## config.mk

```make
export PLATFORM = sky130hd
export DESIGN_NAME = uart_tx_buffer
export DESIGN_NICKNAME = d
export VERILOG_FILES = /design/src/rtl/uart_tx_buffer_pkg.sv /design/src/rtl/uart_tx_buffer_fifo.sv /design/src/rtl/uart_tx_buffer.sv
export SDC_FILE = /design/constraint.sdc
export NUM_CORES = 1
export LEC_CHECK = 0
export BUFFER_PORTS_ARGS = -buffer_cell sky130_fd_sc_hd__buf_2
export CELL_PAD_IN_SITES_DETAIL_PLACEMENT = 0
export CELL_PAD_IN_SITES_GLOBAL_PLACEMENT = 1
export CORE_UTILIZATION = 50
export CTS_BUF_LIST = sky130_fd_sc_hd__clkbuf_8 sky130_fd_sc_hd__clkbuf_16
export CTS_CLUSTER_DIAMETER = 100
export DETAILED_ROUTE_END_ITERATION = 6
export GPL_ROUTABILITY_DRIVEN = 0
export PLACE_DENSITY = 0.81
export SLEW_MARGIN = 20
export SYNTH_ARGS = -nofsm -noshare
export SYNTH_HDL_FRONTEND = slang
export SYNTH_SLANG_ARGS = --single-unit
```

## constraint.sdc

```tcl
create_clock -name i_clk -period 4.85 [get_ports i_clk]
set_input_delay 0.485 -clock i_clk [delete_from_list [all_inputs] [get_ports i_clk]]
set_output_delay 0.485 -clock i_clk [all_outputs]
set_load 0.01 [all_outputs]
```

## src/rtl/uart_tx_buffer_pkg.sv

```systemverilog
// Shared UART definitions: controller state encoding and default widths used
// by the transmit buffer, transmitter and receiver.
package uart_tx_buffer_pkg;

    localparam int DBIT_DEFAULT   = 8;
    localparam int FIFO_W_DEFAULT = 4;

    typedef enum logic [1:0] {
        S_IDLE  = 2'b00,
        S_START = 2'b01,
        S_WAIT  = 2'b10
    } tx_state_e;

endpackage

```

## src/rtl/uart_tx_buffer_fifo.sv

```systemverilog
// Synchronous circular FIFO with registered full/empty/count flags and a
// combinational head-of-queue read port.
module fifo_sync
    import uart_tx_buffer_pkg::*;
#(
    parameter int DBIT   = DBIT_DEFAULT,
    parameter int FIFO_W = FIFO_W_DEFAULT
) (
    input  logic              i_clk,
    input  logic              i_reset_n,
    input  logic              wr,
    input  logic              rd,
    input  logic [DBIT-1:0]   wdata,
    output logic [DBIT-1:0]   rdata,
    output logic              full,
    output logic              empty,
    output logic [FIFO_W:0]   count
);

    localparam int              DEPTH_INT = 2 ** FIFO_W;
    localparam logic [FIFO_W:0] DEPTH     = {1'b1, {FIFO_W{1'b0}}};
    localparam logic [FIFO_W:0] CNT_ONE   = (FIFO_W + 1)'(1);
    localparam logic [FIFO_W-1:0] PTR_ONE = FIFO_W'(1);

    logic [DBIT-1:0]   mem [DEPTH_INT];
    logic [FIFO_W-1:0] wr_ptr;
    logic [FIFO_W-1:0] rd_ptr;
    logic [FIFO_W:0]   count_next;
    logic              wr_ok;
    logic              rd_ok;

    // Full is registered, so a write while full is dropped even if a pop frees a slot this cycle.
    assign wr_ok = wr && !full;
    assign rd_ok = rd && !empty;
    assign rdata = mem[rd_ptr];

    always_comb begin
        count_next = count;
        if (wr_ok && !rd_ok) begin
            count_next = count + CNT_ONE;
        end else if (!wr_ok && rd_ok) begin
            count_next = count - CNT_ONE;
        end
    end

    always_ff @(posedge i_clk) begin
        if (!i_reset_n) begin
            wr_ptr <= '0;
            rd_ptr <= '0;
            count  <= '0;
            full   <= 1'b0;
            empty  <= 1'b1;
        end else begin
            if (wr_ok) begin
                wr_ptr <= wr_ptr + PTR_ONE;
            end
            if (rd_ok) begin
                rd_ptr <= rd_ptr + PTR_ONE;
            end
            count <= count_next;
            full  <= (count_next == DEPTH);
            empty <= (count_next == '0);
        end
    end

    always_ff @(posedge i_clk) begin
        if (wr_ok) begin
            mem[wr_ptr] <= wdata;
        end
    end

endmodule

```

## src/rtl/uart_tx_buffer.sv

```systemverilog
// Byte FIFO in front of a UART transmitter: a three-state controller pops one
// byte, pulses start, and waits for the transmitter's done tick.
module uart_tx_buffer
    import uart_tx_buffer_pkg::*;
#(
    parameter int DBIT   = DBIT_DEFAULT,
    parameter int FIFO_W = FIFO_W_DEFAULT
) (
    input  logic              i_clk,
    input  logic              i_reset_n,
    input  logic              i_wr,
    input  logic [DBIT-1:0]   i_wdata,
    output logic              o_full,
    output logic              o_empty,
    output logic [FIFO_W:0]   o_count,
    output logic              o_overflow,
    output logic              o_tx_start,
    output logic [DBIT-1:0]   o_tx_data,
    input  logic              i_tx_done_tick,
    output logic              o_busy
);

    tx_state_e       state_q;
    tx_state_e       state_d;
    logic            pop;
    logic [DBIT-1:0] head;

    fifo_sync #(
        .DBIT   (DBIT),
        .FIFO_W (FIFO_W)
    ) u_fifo (
        .i_clk     (i_clk),
        .i_reset_n (i_reset_n),
        .wr        (i_wr),
        .rd        (pop),
        .wdata     (i_wdata),
        .rdata     (head),
        .full      (o_full),
        .empty     (o_empty),
        .count     (o_count)
    );

    // Empty is registered, so a byte written into an empty FIFO is popped one cycle later at the earliest.
    always_comb begin
        state_d    = state_q;
        pop        = 1'b0;
        o_tx_start = 1'b0;
        o_busy     = 1'b0;
        case (state_q)
            S_IDLE: begin
                if (!o_empty) begin
                    pop     = 1'b1;
                    state_d = S_START;
                end
            end
            S_START: begin
                o_tx_start = 1'b1;
                o_busy     = 1'b1;
                state_d    = S_WAIT;
            end
            S_WAIT: begin
                o_busy = 1'b1;
                if (i_tx_done_tick) begin
                    state_d = S_IDLE;
                end
            end
            default: state_d = S_IDLE;
        endcase
    end

    always_ff @(posedge i_clk) begin
        if (!i_reset_n) begin
            state_q    <= S_IDLE;
            o_tx_data  <= '0;
            o_overflow <= 1'b0;
        end else begin
            state_q    <= state_d;
            o_overflow <= i_wr && o_full;
            if (pop) begin
                o_tx_data <= head;
            end
        end
    end

endmodule

```

**After elaboration in Yosys (flattened, before gate mapping)**

Memory sizes are Yosys's and may differ from the RTL's. A register that Yosys moved wholly into a read port is not among the register bits.
Index checks and enable logic that the tools add are counted.

- Bits in registers: 18
- RAM bits: 128
- Input port bits: 12
- Output and inout bits: 18
- Word-level logic and storage cells: 42
- Memories kept: 1

Memory list:

| memory | words | width | read ports | clocked after Yosys merged registers in | write ports | RTL line | RTL |
|---|---|---|---|---|---|---|---|
| u_fifo.mem | 16 | 8 | 1 | 1 | 1 | uart_tx_buffer_fifo.sv:25 | `logic [DBIT-1:0] mem [DEPTH_INT];` |

- Add/sub/neg operators: 4
- Eq/ne operators: 5
- Mux-type cells: 11
- Reductions and logical operators: 14

Operators with widths:

| cell | number |
|---|---|
| two-way mux 5 bit | 2 |
| adder 4 x 1 -> 4 bit (second input constant) | 2 |
| two-way mux 1 bit | 6 |
| one-hot mux 2 bit (3 select lines) | 1 |
| adder 5 x 1 -> 5 bit (second input constant) | 1 |
| == test 5 bit (second input constant) | 1 |
| logical AND 1 bit | 5 |
| logical NOT 1 bit | 5 |
| logical NOT 5 bit | 1 |
| subtractor 5 x 1 -> 5 bit (second input constant) | 1 |
| two-way mux 2 bit | 2 |
| inequality test 2 bit (second input constant) | 2 |
| == test 2 x 1 -> 1 bit (second input constant) | 1 |
| == test 2 bit (second input constant) | 1 |
| logical NOT 2 bit | 1 |
| AND reduction 2 bit | 1 |
| OR reduction 2 bit | 1 |

**Longest topological paths before layout**

- Depth in word-level cells: 7
- Gate-level depth with buffers: 9
- Mapped depth without buffers: 7

**Cells and area by module**

Synthesis repeated with hierarchy kept, for this count alone.

- Cells, all modules: 342
- Area, all modules: 6447.4 um^2

Modules (own cells, without submodules):

| module | instances | cells each | area an instance (um^2) | sequential area each (um^2) |
|---|---|---|---|---|
| fifo_sync | 1 | 288 | 5928.2 | 4224.1 |
| uart_tx_buffer | 1 | 54 | 519.2 | 220.2 |

**Worst setup path after synthesis**

No wires, ideal clock.

- Path type: input port to flip-flop
- From: in i_wr
- To: mem u_fifo.mem[3][0] (netlist name), enable pin
- Setup time: 383 ps
- Data arrival time: 1545 ps
- Required time: 4467 ps
- Slack: 2922 ps
- Stages on the path: 4
- Path buffers: 1
- Cell sequence: nor2b_1 buf_2 nand2_1 nor3_1

- Cells in the longest elaborated chain, start to end: 3

Ends and longest elaborated chain:

| what | RTL line | RTL |
|---|---|---|
| from (decl) | uart_tx_buffer.sv:11 | `input logic i_wr,` |
| logical AND 1 bit | uart_tx_buffer_fifo.sv:33 | `assign wr_ok = wr && !full;` |
| two-way mux 1 bit | uart_tx_buffer_fifo.sv:67 | `if (wr_ok) begin` |
| two-way mux 1 bit (implied by the code) | uart_tx_buffer_fifo.sv:68 | `mem[wr_ptr] <= wdata;` |
| to (decl) | uart_tx_buffer_fifo.sv:25 |  |

No other way between the ends.

==> results.cfg <==
[critical_path]
path_cells = buf_4, mux2i_1, a22oi_1, nand2_2, a221oi_2, a221o_1
cpMaxStageDelayCell = dfxtp_2
cpLargestDelayFamily = flip-flops
crit_buf_inv = 1
worstSetupStartpointType = flip-flop
path_class = flip-flop to flip-flop
slowest_delay_ns = 0.97
end_kind = flip-flop
required_ns = 5.15
crit_fanout = 35
critPathArrivalTime_ns = 2.68
r2r_slack_ns = 2.46

[timing]
fmax_mhz = 419.0
rsz0062_at_grt = no
clock_skew_ns = 0.008886
maxSlewHeadroom_pct = 34.49
setup_tns_ns = 0
worst_slew_pin_slew_ns = 0.9827
slew_violations = 0
hold_viol = 0
setup_viol = 0
period_minus_slack_ns = 2.387
finalCritPeriodShare_pct = 49.21

[logic_synthesis]
synth-main-ff-cell = edfxtp_1
yosys_warnings = 0
postSynthCellCount = 375
syn_area_per_cell_um2 = 16.73
synth-edff-count = 128
ys_types = 41
synth_nets = 398
yosysSeqAreaShare_pct = 69.55
synthArstFlopShare_pct = 0
syn_area_um2 = 6275
synth_seq_cells = 154

[clock_tree]
insertion_delay_ns = 0.42
hold_buffers = 0
cts_buffers = 17
ctsResizeCount = 0
cts_tree = yes
cts.sinks = 154
cts_root_buf = clkbuf_16
cts.htree.levels = 4
clk_path_buf_depth = 2
post-cts-setup-buffers = 0
clk_pin_slew_worst_paths_ns = 0.06

[floorplanning]
rows = 40
die-height_um = 114.0
coreArea_um2 = 12110
ios = 30
die_x_um = 114.0
start_util_pct = 51.81
dieArea_um2 = 13000

[layout]
synthToLayoutAreaGrowth_pct = 13.60
multiInputGateArea_um2 = 1755
utilization_pct = 58.85
diodes = 0
final_nets = 430
regArea_um2 = 4365
drive_above_1_share_pct = 20.00
fillers = 930

[grt]
grt_start_max_net_pins = 36
grt_pass1_vias = 3368
antenna_found_initial = 0
overflow = 0
grtUsageTotal_pct = 19.69
grt_pass1_wl_um = 18130

[pwr]
peakVddDrop_mv = 0.3080
finalPower_mw = 3.596
leakagePower_nw = 2.418
cellPowerDensity_nw_per_um2 = 504.4

[run_status]
status = completed

[detailed_routing]
routed_via_density = 5.560
wl_um = 11640
antenna_left = 0
route.detailed.drc = 0
dr_total_vias = 3269
firstDrtPassIters = 4
drt_iter0_drc = 271
wl_per_cell_um = 19.79

[place]
dp_hpwl_um = 7334
port_buffers = 29

[run]
maxCapViolCount = 0

[min_path]
hold_class = input pin to flip-flop
==> kinds of logic (layout without fill, tap and decap cells) <==
family                   count (synthesis)  after routing  synth area share [%]
AO/OA/AOI/OAI                           35             35                 4.726
multiplexers                            58             58                 13.32
buffers and inverters                   27             72                 2.791
adder cells (fa/ha/maj)                 11             11                 2.193
flip-flops                             154            154                 69.55
AND/OR/NAND/NOR                         81             81                 6.162
XOR/XNOR                                 9              9                 1.256
==> registers in the layout, indices dropped and copies added (netlist names) <==
signal and flops:
u_fifo.count 5, u_fifo.wr_ptr 4, o_tx_data 8, state_q 2, u_fifo.full 1, u_fifo.empty 1
o_overflow 1, u_fifo.rd_ptr 4, u_fifo.mem 128
==> layout by cell type, fill, tap and decap left out, types with 6 or more instances in the layout <==
| cell type | netlist | routed |
|---|---|---|
| dfxtp_1 | 26 | 25 |
| mux4_1 | 12 | 12 |
| mux2_2 | 8 | 8 |
| nand2_1 | 21 | 21 |
| mux2i_1 | 34 | 34 |
| edfxtp_1 | 128 | 128 |
| nor2_1 | 27 | 27 |
| buf_2 | 4 | 29 |
| clkinvlp_4 | 0 | 6 |
| a221o_1 | 7 | 7 |
| clkbuf_16 | 0 | 17 |
| inv_1 | 9 | 10 |
| ha_1 | 11 | 11 |
| a22oi_1 | 10 | 10 |
==> stage by stage <==
step	setup WS, ns	cells	area, um^2	hold WS [ns]
finish	2.463	588	7128	0.3226
global placement	2.125	556	6505	0.4706
floorplan	2.922	375	6275	0.4817
CTS	2.274	588	7108	0.3156
detailed placement	2.029	556	6505	0.4714
global route	2.265	588	7128	0.3360
==> metal layers <==
layer / GRT usage, % / vias to the layer above / wire length, um
met3: 5.579 / 15 / 747
met5: 0 / - / 0
met2: 32.85 / 116 / 5893
met4: 6.494 / 0 / 130
met1: 24.88 / 1618 / 4866
li1: - / 1520 / -
==> report_power, final <==
group,internal [mW],switching (mW),leakage [nW],total [mW]
clock network,0.808,0.511,0.277,1.32
logic,0.313,0.354,0.772,0.666
registers,1.52,0.0945,1.37,1.61
==> worst register-to-register path: cells and delay by family, from the launching register on <==
kind                   cells  cell delay [ns]
muxes                      1             0.24
DFF                        1             0.97
and+or+nand+nor            1             0.13
buffers and inverters      1             0.44
AOI/OAI and AO/OA          3             0.48
==> synthesized netlist by cell type (5+ instances only) <==
master,count,share of area (%)
ha_1,11,2.2
nor2_1,27,1.6
dfxtp_1,26,8.3
edfxtp_1,128,61
nor3_1,8,0.64
a22oi_1,10,1.2
and3_1,5,0.50
mux2i_1,34,5.4
a221o_1,7,1.1
a221oi_1,5,0.70
mux4_1,12,5.0
buf_6,5,0.90
xnor2_1,5,0.70
inv_1,9,0.54
nand2_1,21,1.3
mux2_2,8,1.4
==> final timing paths <==
| kind | from | to | cells after the start |
|---|---|---|---|
| hold / removal | i_wr | o_overflow | 2 |
| hold reg to reg | o_tx_data[4] | o_tx_data[4] | 1 |
| setup reg to reg | u_fifo.rd_ptr[1] | o_tx_data[7] | 6 |
| setup / recovery | u_fifo.rd_ptr[1] | o_tx_data[7] | 6 |
==> cell type report <==
| class | instances | share of cell area (%) |
|---|---|---|
| well taps | 168 | 2.949 |
| inverters | 9 | 0.4739 |
| clock inverters | 15 | 2.493 |
| flip-flops and latches | 154 | 61.24 |
| multi-input cells | 194 | 24.63 |
| clock buffers | 17 | 5.968 |
| repair buffers | 31 | 2.247 |
No activity file was read; power rests on OpenSTA's default activity.
